==> config.mk <==
export PLATFORM = sky130hd
export DESIGN_NAME = led_scan_decoder
export DESIGN_NICKNAME = d
export VERILOG_FILES = /design/src/rtl/led_scan_decoder_pkg.sv /design/src/rtl/led_scan_decoder_seg7_to_nibble.sv /design/src/rtl/led_scan_decoder.sv
export SDC_FILE = /design/constraint.sdc
export NUM_CORES = 1
export LEC_CHECK = 0
export BUFFER_PORTS_ARGS = -buffer_cell sky130_fd_sc_hd__clkbuf_2
export CAP_MARGIN = 20
export CORE_UTILIZATION = 63
export DETAILED_ROUTE_END_ITERATION = 8
export GPL_TIMING_DRIVEN = 0
export HOLD_SLACK_MARGIN = 0.15
export MAX_ROUTING_LAYER = met4
export PLACE_DENSITY = 0.81
export SYNTH_ARGS = -nofsm -noshare
export SYNTH_HDL_FRONTEND = slang
export SYNTH_SLANG_ARGS = --single-unit
export TNS_END_PERCENT = 5
==> constraint.sdc <==
create_clock -name clk -period 4.2 [get_ports clk]
set_clock_uncertainty 0.05 [all_clocks]
set_input_delay 0.84 -clock clk [delete_from_list [all_inputs] [get_ports clk]]
set_output_delay 0.84 -clock clk [all_outputs]
set_load 0.01 [all_outputs]
==> src/rtl/led_scan_decoder_pkg.sv <==
// Shared definitions for the LED scan decoder: glyph table, FSM encoding, default dwell.
// Pure declarations, no timing or flow control of its own.
package led_scan_decoder_pkg;

  localparam int STABLE_CYCLES_DEF = 4;

  typedef enum logic [1:0] {
    IDLE   = 2'd0,
    SETTLE = 2'd1,
    HOLD   = 2'd2
  } state_t;

  // Segment patterns abcdefg (active-low), indexed by the hex value they display.
  localparam logic [6:0] GLYPH [16] = '{
    7'b0000001, 7'b1001111, 7'b0010010, 7'b0000110,
    7'b1001100, 7'b0100100, 7'b0100000, 7'b0001111,
    7'b0000000, 7'b0000100, 7'b0001000, 7'b1100000,
    7'b0110001, 7'b1000010, 7'b0110000, 7'b0111000
  };

  // Anodes are legal when all are high (blank) or exactly one is low.
  function automatic logic anode_illegal(input logic [3:0] an);
    return !(an == 4'b1111 || an == 4'b1110 || an == 4'b1101 ||
             an == 4'b1011 || an == 4'b0111);
  endfunction

endpackage

==> src/rtl/led_scan_decoder_seg7_to_nibble.sv <==
// Combinational 7-segment glyph to hex nibble lookup with a legal-glyph flag.
// Zero latency, no backpressure.
module seg7_to_nibble
  import led_scan_decoder_pkg::*;
(
  input  logic [6:0] seg,
  output logic [3:0] nibble,
  output logic       legal
);

  always_comb begin
    nibble = 4'h0;
    legal  = 1'b0;
    for (int i = 0; i < 16; i++) begin
      if (seg == GLYPH[i]) begin
        nibble = 4'(i);
        legal  = 1'b1;
      end
    end
  end

endmodule

==> src/rtl/led_scan_decoder.sv <==
// Recovers the 16-bit word shown on a multiplexed 4-digit display; capture 1+STABLE_CYCLES
// after a pin change, frame_valid 1 cycle after the 4th capture; no backpressure, pulses only.
module led_scan_decoder
  import led_scan_decoder_pkg::*;
#(
  parameter int STABLE_CYCLES = STABLE_CYCLES_DEF
) (
  input  logic        clk,
  input  logic        reset,
  input  logic        an3,
  input  logic        an2,
  input  logic        an1,
  input  logic        an0,
  input  logic        a,
  input  logic        b,
  input  logic        c,
  input  logic        d,
  input  logic        e,
  input  logic        f,
  input  logic        g,
  input  logic        dp,
  output logic [15:0] value,
  output logic [3:0]  dp_out,
  output logic        frame_valid,
  output logic        seg_err,
  output logic        frame_err
);

  localparam logic [7:0] STABLE8 = 8'(STABLE_CYCLES);

  logic [11:0]      s;
  logic [11:0]      s_prev;
  state_t           state;
  state_t           state_nxt;
  logic [7:0]       count;
  logic [7:0]       count_nxt;
  logic             capture;
  logic             changed;
  logic             blank;
  logic             illegal;
  logic             illegal_new;
  logic             active;
  logic [1:0]       idx;
  logic [3:0]       nib;
  logic             nib_legal;
  logic [3:0]       mask;
  logic [3:0][3:0]  slot_nib;
  logic [3:0]       slot_dp;

  assign changed     = (s != s_prev);
  assign blank       = (s[11:8] == 4'b1111);
  assign illegal     = anode_illegal(s[11:8]);
  assign illegal_new = illegal && !anode_illegal(s_prev[11:8]);
  assign active      = !blank && !illegal;

  always_comb begin
    idx = 2'd0;
    case (s[11:8])
      4'b1101: idx = 2'd1;
      4'b1011: idx = 2'd2;
      4'b0111: idx = 2'd3;
      default: idx = 2'd0;
    endcase
  end

  seg7_to_nibble u_lookup (
    .seg    (s[7:1]),
    .nibble (nib),
    .legal  (nib_legal)
  );

  always_comb begin
    state_nxt = state;
    count_nxt = count;
    capture   = 1'b0;
    case (state)
      IDLE, SETTLE, HOLD: begin
        if (changed) begin
          state_nxt = active ? SETTLE : IDLE;
          count_nxt = 8'd1;
        end else if (state == SETTLE) begin
          count_nxt = count + 8'd1;
          // HOLD is only left on a change, so each dwell captures once.
          if (count_nxt == STABLE8) begin
            capture   = 1'b1;
            state_nxt = HOLD;
          end
        end
      end
      default: state_nxt = IDLE;
    endcase
  end

  always_ff @(posedge clk) begin
    if (!reset) begin
      s           <= '1;
      s_prev      <= '1;
      state       <= IDLE;
      count       <= '0;
      mask        <= '0;
      slot_nib    <= '0;
      slot_dp     <= '0;
      value       <= '0;
      dp_out      <= '0;
      frame_valid <= 1'b0;
      seg_err     <= 1'b0;
      frame_err   <= 1'b0;
    end else begin
      s           <= {an3, an2, an1, an0, a, b, c, d, e, f, g, dp};
      s_prev      <= s;
      state       <= state_nxt;
      count       <= count_nxt;
      frame_valid <= 1'b0;
      seg_err     <= 1'b0;
      frame_err   <= illegal_new;
      if (capture) begin
        if (nib_legal) begin
          slot_nib[idx] <= nib;
          slot_dp[idx]  <= ~s[0];
          mask[idx]     <= 1'b1;
        end else begin
          seg_err <= 1'b1;
          mask    <= '0;
        end
      end
      if (illegal_new) begin
        mask <= '0;
      end
      // A full mask can only appear on a capture edge; the next capture is at least two edges later.
      if (mask == 4'b1111) begin
        value       <= slot_nib;
        dp_out      <= slot_dp;
        frame_valid <= 1'b1;
        mask        <= '0;
      end
    end
  end

endmodule

==> impl_metrics.ini, run 1 <==
[run_status]
status = finished clean

[setup_path]
endpoint_kind = flip-flop
crit_path_start_kind = flip-flop
cp.arrival_ns = 2.64
required_ns = 4.44
cp_max_fo = 9
crit_type = reg -> reg

[clock_tree]
clk_pin_slew_ns = 0.09
cts_num_sinks = 81
postCtsSetupBuffers = 0
htreeDepth = 3
postCtsHoldBufs = 0
cts_tree = done
root_buffer = clkbuf_8
cts_buffer_depth = 2
cts_buffers = 9
clock_latency_ns = 0.36
cts_resized = 0

[timing]
tns_ns = 0
worst_slew_pin_slew_ns = 0.7870
setup-violations-final = 0
period_needed_ns = 2.401
report.final.slew_viol_count = 0
finalHoldViolCount = 0
max_slew_margin = 0.4709
max_freq_mhz = 416.4
post-route-period-util = 0.5718
rsz0062_at_grt = no

[drt]
antenna_left = 0
avgRoutedWirePerCell_um = 14.14
route.detailed.drc = 0
firstDrtPassIters = 4
wl_um = 7284
avgViaCountPerCell = 5.606
drtIter0Drc = 167
num_vias = 2887

[placed_design]
io_buffers = 35
dpl.hpwl_um = 5066
dp_cells = 499
placed_area_mm2 = 0.003921
place.gp.congestion = 0.9347

[synth]
syn_avg_cell_area_um2 = 9.327
syn_nets = 408
synth_cell_types = 66
seq_area_frac_synth = 0.4435
syn-cell-area_mm2 = 0.003656
post_synth_inst_count = 392
yosys.area.top_type = dfxtp_1
ys_warn_count = 0
ys_ff_latch = 81
synth_top_cell_area_share = 0.4435
async_reset_ff_frac = 0
synth_flop_cell = dfxtp_1
synthTopCellsByCount = dfxtp_1 (81), nand2_1 (74), a21oi_1 (29)
synth_area_leaders = dfxtp_1 (44%), nand2_1 (7.6%), mux2i_1 (5.7%), a21oi_1 (4.0%), nand2b_1 (3.9%)
synth.most_common_cell = dfxtp_1
synth-edff-count = 0

[floorplan]
num_io_pins = 37
dieArea_mm2 = 0.006112
core_mm2 = 0.005540
start_util = 0.6599
die_w_um = 78.18
die_h_um = 78.18
rows = 27

[cells_and_area]
nets = 454
antenna_cells = 0
postLayoutCellArea_mm2 = 0.004151
final_cells = 515
area_growth_pct = 13.55
fill_cells = 421
drive_above_1_share = 0.2009

[grt]
grt_pass1_vias = 2588
grt_first_pass_wirelength_um = 11770
antenna_found_initial = 0
grt_usage = 0.2592
grt_max_degree = 17
grt-ovfl-total = 0

[power_and_ir_drop]
p_leak_nw = 1.561
ir_drop_mv = 0.2644
p_per_area_mw_per_mm2 = 372.8

[min_path]
hold_class = reg -> reg

[flow_run]
maxCapViolCount = 0
[worst max-delay path, cell delays in order, from the launching register on]
cell and delay (ns):
dfxtp_1 0.31, buf_6 0.13, or3_4 0.40, or3_1 0.36
o211ai_2 0.12, nor3_4 0.12, nor4_4 0.58, mux2i_1 0.27
[final timing paths]
kind / startpoint / end / slack (ns) / cells past startpoint
worst max-delay path: s[1] / slot_nib[3] / 1.80 / 7
worst min-delay path: slot_nib[4] / value[4] / 0.41 / 2
worst max register to register: s[1] / slot_nib[3] / 1.80 / 7
worst min register to register: slot_nib[4] / value[4] / 0.41 / 2
[where the power goes]
part	switching [mW]	internal, mW
Sequential	0.00915	0.780
Clock	0.311	0.347
Combinational	0.0567	0.0437
Total	0.377	1.17
[through the flow]
step	hold slack (ns)	power (mW)	util	setup WS, ns
after detailed placement	0.3939	0.9078	0.7078	1.809
after global routing	0.4207	1.593	0.7493	1.667
after CTS	0.4066	1.552	0.7493	1.787
after global placement	0.3920	0.9050	0.7078	1.849
final	0.4056	1.548	0.7493	1.799
after floorplan	0.3821	0.8841	-	2.056
[layer usage]
layer | track usage | up-vias | wire length, um
li1 | - | 1443 | -
met1 | 0.3008 | 1366 | 3218
met2 | 0.4360 | 64 | 3610
met3 | 0.05349 | 14 | 299
met4 | 0.1093 | 0 | 156
met5 | - | - | 0
[registers in the layout (all words and copies together), names as in the netlist, 4 cells and up]
name and cells:
s 12, s_prev 12, slot_dp 4, slot_nib 16, dp_out 4, value 16
count 8, mask 4
[layout by cell type (no fill, tap or decap), types with 7 or more instances in the layout]
cell and instances:
nand3_1 7, o21ai_1 7, clkbuf_2 35, mux2i_1 21, clkbuf_8 11, nand2_1 74
nor2_1 16, a21oi_1 29, nand2b_1 23, clkbuf_1 9, dfxtp_1 81, nor3_1 7
buf_6 7, xor2_1 13
[cells by family (layout without fill, tap and decap cells)]
| family | count (synthesis) | count (layout) | synth area share |
|---|---|---|---|
| simple gates | 174 | 174 | 0.2687 |
| flops | 81 | 81 | 0.4435 |
| mux | 22 | 22 | 0.06057 |
| fa+ha+maj | 4 | 4 | 0.01232 |
| buf+inv | 31 | 82 | 0.05784 |
| xor+xnor | 15 | 15 | 0.03594 |
| compound gates | 65 | 65 | 0.1211 |
[cell type report]
| type | count | area [um2] | share of cell area |
|---|---|---|---|
| plain buffers | 25 | 188.9 | 0.04551 |
| clock buffers | 9 | 123.9 | 0.02984 |
| clock inverters | 7 | 106.4 | 0.02562 |
| inverters | 6 | 22.52 | 0.005425 |
| multi-input cells | 280 | 1823 | 0.4391 |
| flip-flops and latches | 81 | 1622 | 0.3906 |
| well taps | 72 | 90.09 | 0.02170 |
| repair buffers | 35 | 175.2 | 0.04219 |
(Power assumes the default switching activity.)
==> inputs of run 2 (changes only) <==
CORE_UTILIZATION = 58   (was 63)
PLACE_DENSITY = 0.76   (was 0.81)
clock period = 2.35 ns   (was 4.2 ns; I/O delays follow)
==> run 2 against run 1 <==
  * Count of clock-buffer cells in the layout stayed put
  * Register-to-register slack got worse by 1.7 ns
  * Total power up 64%
  * First-iteration DRC count is 22% lower
  * Setup slack worse by 1.7 ns
  * Fmax is 5.2% higher
  * Cell count is 0.78% higher
  * Critical path depth grew 1
  * Design area hardly changed
  * Clock power grew 44%
  * Largest cell class unchanged
==> impl_metrics.ini, run 2 (same netlist as run 1, synthesis figures left out) <==
[run_status]
status = finished clean

[setup_path]
crit_type = reg -> reg
cp_max_fo = 9
max_stage_delay_ns = 0.38
crit_path_start_kind = flip-flop
crit_slowest_cell = nor3_4
path_cells = buf_6 -> xor2_1 -> and4_1 -> a311o_1 -> nor3_4 -> and3b_1 -> buf_2 -> mux2i_1
required_ns = 2.52
cp.arrival_ns = 2.46
endpoint_kind = flip-flop

[min_path]
hold_class = in -> reg

[timing]
max_slew_margin = 0.5474
tns_ns = 0
timing.final.ws_setup_ns = 0.06782
max_freq_mhz = 438.2
finalHoldViolCount = 0
report.final.slew_viol_count = 0
setup-violations-final = 0
whs_ns = 0.2300
rsz0062_at_grt = yes
worst_slew_pin_slew_ns = 0.6731
post-route-period-util = 0.9711
period_needed_ns = 2.282

[power_and_ir_drop]
p_comb_frac = 0.072
p_leak_nw = 1.544
power_mw = 2.542
ir_drop_mv = 0.5083
switching_share = 0.2627
p_seq_frac = 0.555
p_per_area_mw_per_mm2 = 612.7
clockPowerShare = 0.372
p_int_mw = 1.874
power_switching_mw = 0.6679

[cells_and_area]
postLayoutCellArea_mm2 = 0.004149
area_growth_pct = 13.48
fill_cells = 497
final_cell_mix = dfxtp_1 (79), nand2_1 (74), clkbuf_2 (35), a21oi_1 (29), nand2b_1 (23)
antenna_cells = 0
drive_above_1_share = 0.2185
nets = 455
layout_commonest_cell = dfxtp_1
reg.largest.list = slot_nib x16, value x16
utilization = 0.6926
final_cells = 519

[placed_design]
dp_cells = 502
place_ws_ns = -0.1239
place.gp.congestion = 0.8565
dpl.hpwl_um = 5242
placed_area_mm2 = 0.003925
io_buffers = 35

[clock_tree]
htreeDepth = 3
root_buffer = clkbuf_8
cts_buffers = 9
cts_tree = done
clock_latency_ns = 0.36
clk_pin_slew_ns = 0.09
cts_num_sinks = 81
cts_buffer_depth = 2
postCtsHoldBufs = 0

[grt]
antenna_found_initial = 0
grt_usage = 0.2509
grt-ovfl-total = 0
grt_max_degree = 17
grt_first_pass_wirelength_um = 12190
grt_pass1_vias = 2653

[floorplan]
die_w_um = 81.40
start_util = 0.6103
rows = 28
core_mm2 = 0.005991
num_io_pins = 37
dieArea_mm2 = 0.006625
die_h_um = 81.40

[drt]
antenna_left = 0
drtIter0Drc = 131
avgViaCountPerCell = 5.597
wl_um = 7383
firstDrtPassIters = 4
avgRoutedWirePerCell_um = 14.23
route.detailed.drc = 0
num_vias = 2905

[flow_run]
maxCapViolCount = 0
==> run 2: final cells by class <==
type / instances / area, um2 / area share
Sequential cell: 81 / 1624 / 0.3914
Clock buffer: 9 / 123.9 / 0.02986
Multi-Input combinational cell: 280 / 1847 / 0.4451
Buffer: 25 / 195.2 / 0.04704
Clock inverter: 7 / 60.06 / 0.01448
Inverter: 6 / 22.52 / 0.005428
Tap cell: 75 / 93.84 / 0.02262
Timing Repair Buffer: 36 / 182.7 / 0.04403
==> run 2: critical path: cells and delay by family, from the launching register on <==
family | cells | cell delay (ns)
flops | 1 | 0.32
xor+xnor | 1 | 0.14
mux | 1 | 0.12
simple gates | 3 | 0.84
compound gates | 1 | 0.36
buf+inv | 2 | 0.30
==> run 2: per-layer routing <==
| metal | track usage | routed length (um) | vias to the layer above |
|---|---|---|---|
| li1 | - | - | 1443 |
| met1 | 0.3010 | 3275 | 1366 |
| met2 | 0.4100 | 3646 | 78 |
| met3 | 0.06067 | 351 | 18 |
| met4 | 0.08393 | 110 | 0 |
| met5 | - | 0 | - |
==> run 2: final timing paths <==
kind	start	endpoint	slack, ns	depth (start not counted)
worst max-delay path	s[5]	slot_nib[13]	0.07	8
worst min-delay path	dp	s[0]	0.23	2
worst min register to register	dp_out[0]	dp_out[0]	0.41	2
worst max register to register	s[5]	slot_nib[13]	0.07	8
==> run 2: power by group through the flow <==
stage               clock [mW]  sequential, mW  combinational, mW
floorplan                    0            1.44              0.140
global placement             0            1.44              0.177
detailed placement           0            1.44              0.181
CTS                      0.956            1.41              0.182
global route              1.02            1.42              0.200
finish                   0.947            1.41              0.184
==> run 2: what timing repair did <==
item	CTS	global route
endpoints found under the setup margin	17	18
pin swaps	2	3
gates resized for setup	2	10
setup buffers	0	1
